--- src/rtl/id_stage_if.sv ---
// Decode-stage bundle: IF/ID, WB and EX inputs plus every decoded output.
// The slave side is the decode stage itself; the master side feeds it.
interface id_stage_if;
  logic [31:0] PC_ID;
  logic [31:0] INSTR_ID;
  logic        RegWrite_WB;
  logic [4:0]  rd_WB;
  logic [31:0] DATA_WB;
  logic        MemRead_EX;
  logic [4:0]  rd_EX;

  logic [31:0] PC_ID_out;
  logic [31:0] RS1_DATA;
  logic [31:0] RS2_DATA;
  logic [31:0] IMM_ID;
  logic [4:0]  RS1_ID;
  logic [4:0]  RS2_ID;
  logic [4:0]  RD_ID;
  logic [2:0]  FUNCT3_ID;
  logic [6:0]  FUNCT7_ID;
  logic [6:0]  OPCODE_ID;
  logic        RegWrite;
  logic        MemRead;
  logic        MemWrite;
  logic        MemtoReg;
  logic        ALUSrc;
  logic        Branch;
  logic [1:0]  ALUOp;
  logic        PC_write;
  logic        IF_ID_write;
  logic        control_sel;

  modport master (
    output PC_ID, INSTR_ID, RegWrite_WB, rd_WB, DATA_WB, MemRead_EX, rd_EX,
    input  PC_ID_out, RS1_DATA, RS2_DATA, IMM_ID, RS1_ID, RS2_ID, RD_ID, FUNCT3_ID,
           FUNCT7_ID, OPCODE_ID, RegWrite, MemRead, MemWrite, MemtoReg, ALUSrc, Branch,
           ALUOp, PC_write, IF_ID_write, control_sel
  );

  modport slave (
    input  PC_ID, INSTR_ID, RegWrite_WB, rd_WB, DATA_WB, MemRead_EX, rd_EX,
    output PC_ID_out, RS1_DATA, RS2_DATA, IMM_ID, RS1_ID, RS2_ID, RD_ID, FUNCT3_ID,
           FUNCT7_ID, OPCODE_ID, RegWrite, MemRead, MemWrite, MemtoReg, ALUSrc, Branch,
           ALUOp, PC_write, IF_ID_write, control_sel
  );
endinterface

--- src/rtl/id_stage.sv ---
// RISC-V instruction decode: register file with write-first bypass, immediate
// generation, main control word and load-use hazard detection.
module id_stage #(
  parameter int unsigned REG_COUNT = 32
) (
  input logic       clk,
  input logic       reset,
  id_stage_if.slave bus
);
  localparam logic [6:0] OpLui    = 7'b0110111;
  localparam logic [6:0] OpAuipc  = 7'b0010111;
  localparam logic [6:0] OpJal    = 7'b1101111;
  localparam logic [6:0] OpJalr   = 7'b1100111;
  localparam logic [6:0] OpBranch = 7'b1100011;
  localparam logic [6:0] OpLoad   = 7'b0000011;
  localparam logic [6:0] OpStore  = 7'b0100011;
  localparam logic [6:0] OpImm    = 7'b0010011;
  localparam logic [6:0] OpReg    = 7'b0110011;

  logic [31:0] regs_q [REG_COUNT];
  logic [31:0] instr;
  logic [6:0]  opcode;
  logic [4:0]  rs1, rs2;
  logic        wb_we;
  logic        rs1_used, rs2_used, stall;
  logic [7:0]  ctrl;

  assign instr  = bus.INSTR_ID;
  assign opcode = instr[6:0];
  assign rs1    = instr[19:15];
  assign rs2    = instr[24:20];
  assign wb_we  = bus.RegWrite_WB && (bus.rd_WB != 5'd0);

  // A WB write on an edge where reset is high is lost: reset has priority.
  always_ff @(posedge clk or posedge reset) begin
    if (reset) begin
      for (int i = 0; i < REG_COUNT; i++) regs_q[i] <= '0;
    end else if (wb_we) begin
      regs_q[bus.rd_WB] <= bus.DATA_WB;
    end
  end

  always_comb begin
    bus.RS1_DATA = regs_q[rs1];
    if (rs1 == 5'd0)                        bus.RS1_DATA = '0;
    else if (wb_we && (bus.rd_WB == rs1))   bus.RS1_DATA = bus.DATA_WB;
    bus.RS2_DATA = regs_q[rs2];
    if (rs2 == 5'd0)                        bus.RS2_DATA = '0;
    else if (wb_we && (bus.rd_WB == rs2))   bus.RS2_DATA = bus.DATA_WB;
  end

  always_comb begin
    bus.IMM_ID = '0;
    unique case (opcode)
      OpImm, OpLoad, OpJalr: bus.IMM_ID = {{20{instr[31]}}, instr[31:20]};
      OpStore:  bus.IMM_ID = {{20{instr[31]}}, instr[31:25], instr[11:7]};
      OpBranch: bus.IMM_ID = {{20{instr[31]}}, instr[7], instr[30:25], instr[11:8], 1'b0};
      OpLui, OpAuipc: bus.IMM_ID = {instr[31:12], 12'b0};
      OpJal: bus.IMM_ID = {{12{instr[31]}}, instr[19:12], instr[20], instr[30:21], 1'b0};
      default: bus.IMM_ID = '0;
    endcase
  end

  // ctrl = {RegWrite, MemRead, MemWrite, MemtoReg, ALUSrc, Branch, ALUOp}
  always_comb begin
    ctrl = 8'b0;
    unique case (opcode)
      OpReg:    ctrl = 8'b1000_0010;
      OpImm:    ctrl = 8'b1000_1011;
      OpLoad:   ctrl = 8'b1101_1000;
      OpStore:  ctrl = 8'b0010_1000;
      OpBranch: ctrl = 8'b0000_0101;
      default:  ctrl = 8'b0;
    endcase
  end

  always_comb begin
    rs1_used = !((opcode == OpLui) || (opcode == OpAuipc) || (opcode == OpJal));
    rs2_used = (opcode == OpReg) || (opcode == OpStore) || (opcode == OpBranch);
    stall    = bus.MemRead_EX && (bus.rd_EX != 5'd0) &&
               ((rs1_used && (bus.rd_EX == rs1)) || (rs2_used && (bus.rd_EX == rs2)));
  end

  assign {bus.RegWrite, bus.MemRead, bus.MemWrite, bus.MemtoReg, bus.ALUSrc, bus.Branch,
          bus.ALUOp} = stall ? 8'b0 : ctrl;
  assign bus.PC_write    = !stall;
  assign bus.IF_ID_write = !stall;
  assign bus.control_sel = stall;

  assign bus.PC_ID_out = bus.PC_ID;
  assign bus.RS1_ID    = rs1;
  assign bus.RS2_ID    = rs2;
  assign bus.RD_ID     = instr[11:7];
  assign bus.FUNCT3_ID = instr[14:12];
  assign bus.FUNCT7_ID = instr[31:25];
  assign bus.OPCODE_ID = opcode;
endmodule

--- src/flat_wrapper.sv ---
// flat-port wrapper written by rule: the top's interface ports become plain ports
module id_stage_flat 
#(
  parameter int unsigned REG_COUNT = 32
)
  (clk, reset, bus_PC_ID, bus_INSTR_ID, bus_RegWrite_WB, bus_rd_WB, bus_DATA_WB, bus_MemRead_EX, bus_rd_EX, bus_PC_ID_out, bus_RS1_DATA, bus_RS2_DATA, bus_IMM_ID, bus_RS1_ID, bus_RS2_ID, bus_RD_ID, bus_FUNCT3_ID, bus_FUNCT7_ID, bus_OPCODE_ID, bus_RegWrite, bus_MemRead, bus_MemWrite, bus_MemtoReg, bus_ALUSrc, bus_Branch, bus_ALUOp, bus_PC_write, bus_IF_ID_write, bus_control_sel);
  id_stage_if bus_i ();
  input logic clk;
  input logic reset;
  input wire logic [$bits(bus_i.PC_ID)-1:0] bus_PC_ID;
  input wire logic [$bits(bus_i.INSTR_ID)-1:0] bus_INSTR_ID;
  input wire logic [$bits(bus_i.RegWrite_WB)-1:0] bus_RegWrite_WB;
  input wire logic [$bits(bus_i.rd_WB)-1:0] bus_rd_WB;
  input wire logic [$bits(bus_i.DATA_WB)-1:0] bus_DATA_WB;
  input wire logic [$bits(bus_i.MemRead_EX)-1:0] bus_MemRead_EX;
  input wire logic [$bits(bus_i.rd_EX)-1:0] bus_rd_EX;
  output wire logic [$bits(bus_i.PC_ID_out)-1:0] bus_PC_ID_out;
  output wire logic [$bits(bus_i.RS1_DATA)-1:0] bus_RS1_DATA;
  output wire logic [$bits(bus_i.RS2_DATA)-1:0] bus_RS2_DATA;
  output wire logic [$bits(bus_i.IMM_ID)-1:0] bus_IMM_ID;
  output wire logic [$bits(bus_i.RS1_ID)-1:0] bus_RS1_ID;
  output wire logic [$bits(bus_i.RS2_ID)-1:0] bus_RS2_ID;
  output wire logic [$bits(bus_i.RD_ID)-1:0] bus_RD_ID;
  output wire logic [$bits(bus_i.FUNCT3_ID)-1:0] bus_FUNCT3_ID;
  output wire logic [$bits(bus_i.FUNCT7_ID)-1:0] bus_FUNCT7_ID;
  output wire logic [$bits(bus_i.OPCODE_ID)-1:0] bus_OPCODE_ID;
  output wire logic [$bits(bus_i.RegWrite)-1:0] bus_RegWrite;
  output wire logic [$bits(bus_i.MemRead)-1:0] bus_MemRead;
  output wire logic [$bits(bus_i.MemWrite)-1:0] bus_MemWrite;
  output wire logic [$bits(bus_i.MemtoReg)-1:0] bus_MemtoReg;
  output wire logic [$bits(bus_i.ALUSrc)-1:0] bus_ALUSrc;
  output wire logic [$bits(bus_i.Branch)-1:0] bus_Branch;
  output wire logic [$bits(bus_i.ALUOp)-1:0] bus_ALUOp;
  output wire logic [$bits(bus_i.PC_write)-1:0] bus_PC_write;
  output wire logic [$bits(bus_i.IF_ID_write)-1:0] bus_IF_ID_write;
  output wire logic [$bits(bus_i.control_sel)-1:0] bus_control_sel;
  assign bus_i.PC_ID = bus_PC_ID;
  assign bus_i.INSTR_ID = bus_INSTR_ID;
  assign bus_i.RegWrite_WB = bus_RegWrite_WB;
  assign bus_i.rd_WB = bus_rd_WB;
  assign bus_i.DATA_WB = bus_DATA_WB;
  assign bus_i.MemRead_EX = bus_MemRead_EX;
  assign bus_i.rd_EX = bus_rd_EX;
  assign bus_PC_ID_out = bus_i.PC_ID_out;
  assign bus_RS1_DATA = bus_i.RS1_DATA;
  assign bus_RS2_DATA = bus_i.RS2_DATA;
  assign bus_IMM_ID = bus_i.IMM_ID;
  assign bus_RS1_ID = bus_i.RS1_ID;
  assign bus_RS2_ID = bus_i.RS2_ID;
  assign bus_RD_ID = bus_i.RD_ID;
  assign bus_FUNCT3_ID = bus_i.FUNCT3_ID;
  assign bus_FUNCT7_ID = bus_i.FUNCT7_ID;
  assign bus_OPCODE_ID = bus_i.OPCODE_ID;
  assign bus_RegWrite = bus_i.RegWrite;
  assign bus_MemRead = bus_i.MemRead;
  assign bus_MemWrite = bus_i.MemWrite;
  assign bus_MemtoReg = bus_i.MemtoReg;
  assign bus_ALUSrc = bus_i.ALUSrc;
  assign bus_Branch = bus_i.Branch;
  assign bus_ALUOp = bus_i.ALUOp;
  assign bus_PC_write = bus_i.PC_write;
  assign bus_IF_ID_write = bus_i.IF_ID_write;
  assign bus_control_sel = bus_i.control_sel;
  id_stage #(.REG_COUNT(REG_COUNT)) u_core (.clk(clk), .reset(reset), .bus(bus_i));
endmodule
--- config.mk ---
export PLATFORM = sky130hd
export DESIGN_NAME = id_stage_flat
export DESIGN_NICKNAME = d
export VERILOG_FILES = /design/src/rtl/id_stage_if.sv /design/src/rtl/id_stage.sv /design/src/flat_wrapper.sv
export SDC_FILE = /design/constraint.sdc
export NUM_CORES = 2
export LEC_CHECK = 0
export ABC_AREA = 1
export CAP_MARGIN = 5
export CORE_ASPECT_RATIO = 0.7
export CORE_MARGIN = 3
export CORE_UTILIZATION = 30
export DETAILED_ROUTE_END_ITERATION = 6
export PLACE_DENSITY = 0.43
export SYNTH_ARGS = -nofsm -noshare
export SYNTH_HDL_FRONTEND = slang
export SYNTH_SLANG_ARGS = --single-unit
export TNS_END_PERCENT = 20
--- constraint.sdc ---
create_clock -name clk -period 44.1 [get_ports clk]
set_input_delay 6.615 -clock clk [delete_from_list [all_inputs] [get_ports clk]]
set_output_delay 6.615 -clock clk [all_outputs]
set_load 0.005 [all_outputs]
* After elaboration in Yosys (flattened, before gate mapping)
Cells that the tools add are included.
** Storage, ports and cells
- Flip-flop bits (word level) :: 1024
- Bits of input ports :: 110
- Output and inout port bits :: 171
- Logic and storage cells :: 89
** Operators by class
- $lt $le $gt $ge :: 4
- Equal/unequal tests :: 13
- Multiplexer cells :: 16
- Bitwise operators :: 3
- Reductions and logical operators :: 21
** Operators by type and width (number)
- bitwise mux 1024 bit :: 1
- binary-select mux 32 bit (select 5 bit) :: 2
- 2-to-1 mux 32 bit :: 9
- demux 32 bit (select 5 bit) :: 1
- case mux 32 bit (5 select lines) :: 1
- case mux 8 bit (5 select lines) :: 1
- equality test 7 x 6 -> 1 bit (second input constant) :: 3
- equality test 7 bit (second input constant) :: 3
- equality test 5 bit :: 4
- >= comparator 6 bit (second input constant) :: 3
- NOT 5 -> 6 bit :: 3
- equality test 7 x 5 -> 1 bit (second input constant) :: 2
- zero test 5 bit :: 2
- nonzero test 5 bit :: 2
- logical AND 1 bit :: 8
- 2-to-1 mux 8 bit :: 1
- equality test 7 x 2 -> 1 bit (second input constant) :: 1
- less-than comparator 6 x 1 -> 1 bit (second input constant) :: 1
- logical OR 1 bit :: 5
- OR reduction 3 bit :: 1
- zero test 1 bit :: 2
- OR reduction 2 bit :: 1

* Longest topological paths before layout
- Word-level depth :: 8
- Depth in mapped cells :: 12
- Mapped depth without buffers :: 10

* Worst setup path before layout
No wires, ideal clock.
- Path kind :: input to output
- Start :: input bus_INSTR_ID[20]
- End :: output bus_MemtoReg
- Arrival :: 7.964 ns
- Slack :: 29.521 ns
- Stages on the path :: 12
- Path through :: buf_2 buf_2 buf_2 nand2_1 nand3_1 nor2_1 nand2_1 o21ai_0 nand2_1 clkinv_1 nor2_1 buf_4
** Between the ends
- Word-level cells in the longest chain between the ends :: 5
** Ends and longest elaborated chain
- start, declared :: line flat_wrapper.sv:11 : input wire logic [$bits(bus_i.INSTR_ID)-1:0] bus_INSTR_ID;
- equality test 5 bit :: line id_stage.sv:81 : ((rs1_used && (bus.rd_EX == rs1)) || (rs2_used && (bus.rd_EX == rs2)));
- logical AND 1 bit :: line id_stage.sv:81
- logical OR 1 bit :: line id_stage.sv:81
- logical AND 1 bit :: line id_stage.sv:80 : stall = bus.MemRead_EX && (bus.rd_EX != 5'd0) &&
- named net bus_control_sel :: line flat_wrapper.sv:36 : output wire logic [$bits(bus_i.control_sel)-1:0] bus_control_sel;
- 2-to-1 mux 8 bit :: line id_stage.sv:85 : bus.ALUOp} = stall ? 8'b0 : ctrl;
- end, declared :: line flat_wrapper.sv:30 : output wire logic [$bits(bus_i.MemtoReg)-1:0] bus_MemtoReg;
The timed path passes the listed nets, and every way through them passes these cells.

* Final worst setup path
- Start :: input bus_INSTR_ID[20]
- End :: output bus_RS2_DATA[22]
** Between the ends
- Word-level cells in the longest chain between the ends :: 6
- Elaborated cells on any way between the ends :: 9
- Classes of those cells :: eq/ne: 1; mux: 5; bitwise: 1; reduce/logical: 2
** Ends and longest elaborated chain
- NOT 5 -> 6 bit (not written as such) :: line id_stage.sv:47 : bus.RS2_DATA = regs_q[rs2];
- binary-select mux 32 bit (select 5 bit) :: line id_stage.sv:47
- 2-to-1 mux 32 bit (not written as such) (2 in series) :: line id_stage.sv:47
- 2-to-1 mux 32 bit :: line id_stage.sv:49 : else if (wb_we && (bus.rd_WB == rs2)) bus.RS2_DATA = bus.DATA_WB;
- 2-to-1 mux 32 bit * :: line id_stage.sv:48 : if (rs2 == 5'd0) bus.RS2_DATA = '0;
- end, declared :: line flat_wrapper.sv:19 : output wire logic [$bits(bus_i.RS2_DATA)-1:0] bus_RS2_DATA;
Every way passes the cells marked *; elsewhere a longest branch is shown, timed or not. The select of a mux whose other input is x is not followed.

==> results.toml <==
[sta]
slew_viol_final = 0
layout_min_cycle_time_ns = 17.90
period_share = 0.406
max_slew.worst_pin.slew_ns = 1.29
fin_tns_setup_ns = 0
setup_viol = 0
fin_ws_ns = 26.20
worst_clock_skew_ns = 0
finalHoldViolations = 0
max_slew_margin = 0.137
fmax_mhz = 55.9
rsz0062_at_grt = "false"

[clock_network]
cts_inserted_buffers = 112
cts_tree = "built"
postCtsHoldBufs = 0
clk_latency_ns = 0.73
cts.sinks = 1024
cts.clk_slew.worst_paths_ns = 0.06
post_cts_buffers = 0
h-tree-depth = 3
clockBufferDepth = 3
root_buffer = "clkbuf_16"
cts_resized = 0

[routing]
routed_wl_mm = 280
routedWlPerCell_um = 23.9
vias = 61400
drtIter0Drc = 7133
drt-pass1-iter-count = 7
vias_per_cell = 5.25
ant_nets = 0
drc = 0

[finish]
fillers = 22000
final_area_sq_um = 68500
multi_input_area_sq_um = 28400
nets = 8975
layout-drive-gt1-share = 0.0428
reg.largest.list = "u_core.regs_q: 1024 flops"
final_cell_count_no_fill = 11700
largest_reg_flops = 1024
syn_to_final_growth_pct = 11.2
largest_register = "u_core.regs_q"
seqCellArea_sq_um = 25600

[floorplan]
die_y_um = 385
fp-row-count = 138
start_util = 0.303
dieArea_sq_um = 211000
core_area_sq_um = 203000
ios = 281
die_x_um = 547

[logic_synthesis]
synth_edf_count = 0
ys_types = 34
synth_area_leaders = "dfrtp_1 (42%), nand2_1 (19%), nand3_1 (15%)"
syn_area_per_cell_sq_um = 6.66
synth-async-reset-ratio = 1.00
syn_area_sq_um = 61600
synth.most_common_cell = "nand2_1"
synth_top_area_cell = "dfrtp_1"
syn_inst = 9247
synth_seq_cells = 1024
synth_top_area_frac = 0.416
syn_nets = 9357
synthFlopType = "dfrtp_1"
ys.warnings.count = 0
synth_common_cells = "nand2_1 (3149), nand3_1 (1901), dfrtp_1 (1024)"
ys_seq_area_frac = 0.416

[power_and_ir_drop]
p_clk_frac = 0.357
p_switching_w = 0.000974
p_leak_nw = 33.9
peakVddDrop_mv = 0.0304
power.density_nw_per_um2 = 42.6
power_frac_seq = 0.412
p_sw_frac = 0.334
power_w = 0.00292
p_int_w = 0.00195
pwr-share-comb = 0.231

[placement]
place_hpwl_mm = 153
pre_cts_ws_ns = 26.34
place_area_sq_um = 64500
portBuffers = 216
dp.cells = 11500
gp_congestion = 0.819

[global_route]
track_usage = 0.260
grt_pass1_vias = 58300
globalRouteOverflowTotal = 0
antenna_found_initial = 13
grt_pass1_wl_mm = 410
grt_max_degree = 153

[min_path]
hold_path.class = "reg -> reg"

[setup_path]
cp.arrival_ns = 11.28
crit_fanout = 106
worstSetupPathType = "in -> out"
critical_path.endpoint_type = "output port"
startpoint_type = "input pin"
crit_required_ns = 37.49

[job]
cap_violations = 0

[run_status]
outcome = "completed"
==> power groups by stage <==
stage | clock network (W) | logic [W] | registers (W)
floorplan | 0 | 0.000480 | 0.00120
global placement | 0 | 0.000663 | 0.00121
detailed placement | 0 | 0.000670 | 0.00122
CTS | 0.00107 | 0.000673 | 0.00120
global route | 0.00110 | 0.000776 | 0.00122
finish | 0.00104 | 0.000675 | 0.00120
==> routing by layer <==
layer / vias to the layer above / global-route usage / wire, um
li1: 28500 / - / -
met1: 29800 / 0.371 / 128000
met2: 2566 / 0.403 / 121000
met3: 498 / 0.0341 / 20200
met5: - / 0 / 0
met4: 0 / 0.0860 / 10200
==> final cells by class <==
class,instances,area share
Inverter,1056,0.0588
Antenna cell,7,0.000256
Sequential cell,1024,0.374
Tap cell,2730,0.0499
Multi-Input combinational cell,6347,0.414
Clock buffer,162,0.0496
Timing Repair Buffer,324,0.0450
Clock inverter,40,0.00799
==> worst paths after layout <==
kind	startpoint	endpoint	slack (ns)	cells after the start
max	bus_INSTR_ID[20]	bus_RS2_DATA[22]	26.20	11
min	u_core.regs_q[1018]$_DFFE_PP0P_	u_core.regs_q[1018]$_DFFE_PP0P_	0.38	0
max reg2reg	u_core.regs_q[956]$_DFFE_PP0P_	u_core.regs_q[956]$_DFFE_PP0P_	43.35	2
min reg2reg	u_core.regs_q[1018]$_DFFE_PP0P_	u_core.regs_q[1018]$_DFFE_PP0P_	0.38	0
max in group asynchronous	reset	u_core.regs_q[166]$_DFFE_PP0P_	33.78	6
min in group asynchronous	reset	u_core.regs_q[761]$_DFFE_PP0P_	6.46	2
==> layout by cell type, fill, tap and decap left out, types with 13 or more instances in the layout <==
cell | netlist | final
nor2_1 | 76 | 76
a21oi_1 | 68 | 66
clkdlybuf4s50_1 | 0 | 206
clkbuf_8 | 0 | 30
o21ai_1 | 105 | 105
buf_4 | 107 | 102
nand2_1 | 3149 | 3141
clkinv_1 | 36 | 33
o211ai_1 | 76 | 76
nand3_1 | 1901 | 1899
nand2_4 | 13 | 27
clkbuf_1 | 430 | 15
inv_1 | 1009 | 1003
clkbuf_16 | 0 | 117
dfrtp_1 | 1024 | 1024
o21ai_0 | 899 | 899
clkinv_2 | 0 | 20
bufinv_16 | 0 | 13
==> critical path, cell delays in order <==
cell             delay, ns
buf_8                 0.55
buf_4                 0.74
buf_4                 0.79
buf_4                 0.68
o211ai_1              0.19
nand3_1               0.11
nand3_1               0.09
nand3_1               0.12
nand2_1               0.13
a21oi_1               0.50
clkdlybuf4s50_1       0.63
==> through the flow <==
step	utilization	hold slack, ns
after floorplan	-	0.429
after global placement	0.318	0.365
after detailed placement	0.318	0.366
after CTS	0.337	0.379
after global routing	0.337	0.385
final	0.337	0.376
==> cell families (layout without fill, tap and decap cells) <==
| logic type | count (synthesis) | in the layout | synth area share |
|---|---|---|---|
| AO/OA/AOI/OAI | 1153 | 1153 | 0.0970 |
| other | 0 | 7 | 0 |
| AND/OR/NAND/NOR | 5181 | 5181 | 0.359 |
| XOR/XNOR | 13 | 13 | 0.00185 |
| buffers and inverters | 1876 | 1582 | 0.125 |
| flip-flops | 1024 | 1024 | 0.416 |
No activity file was read; power rests on OpenSTA's default activity.
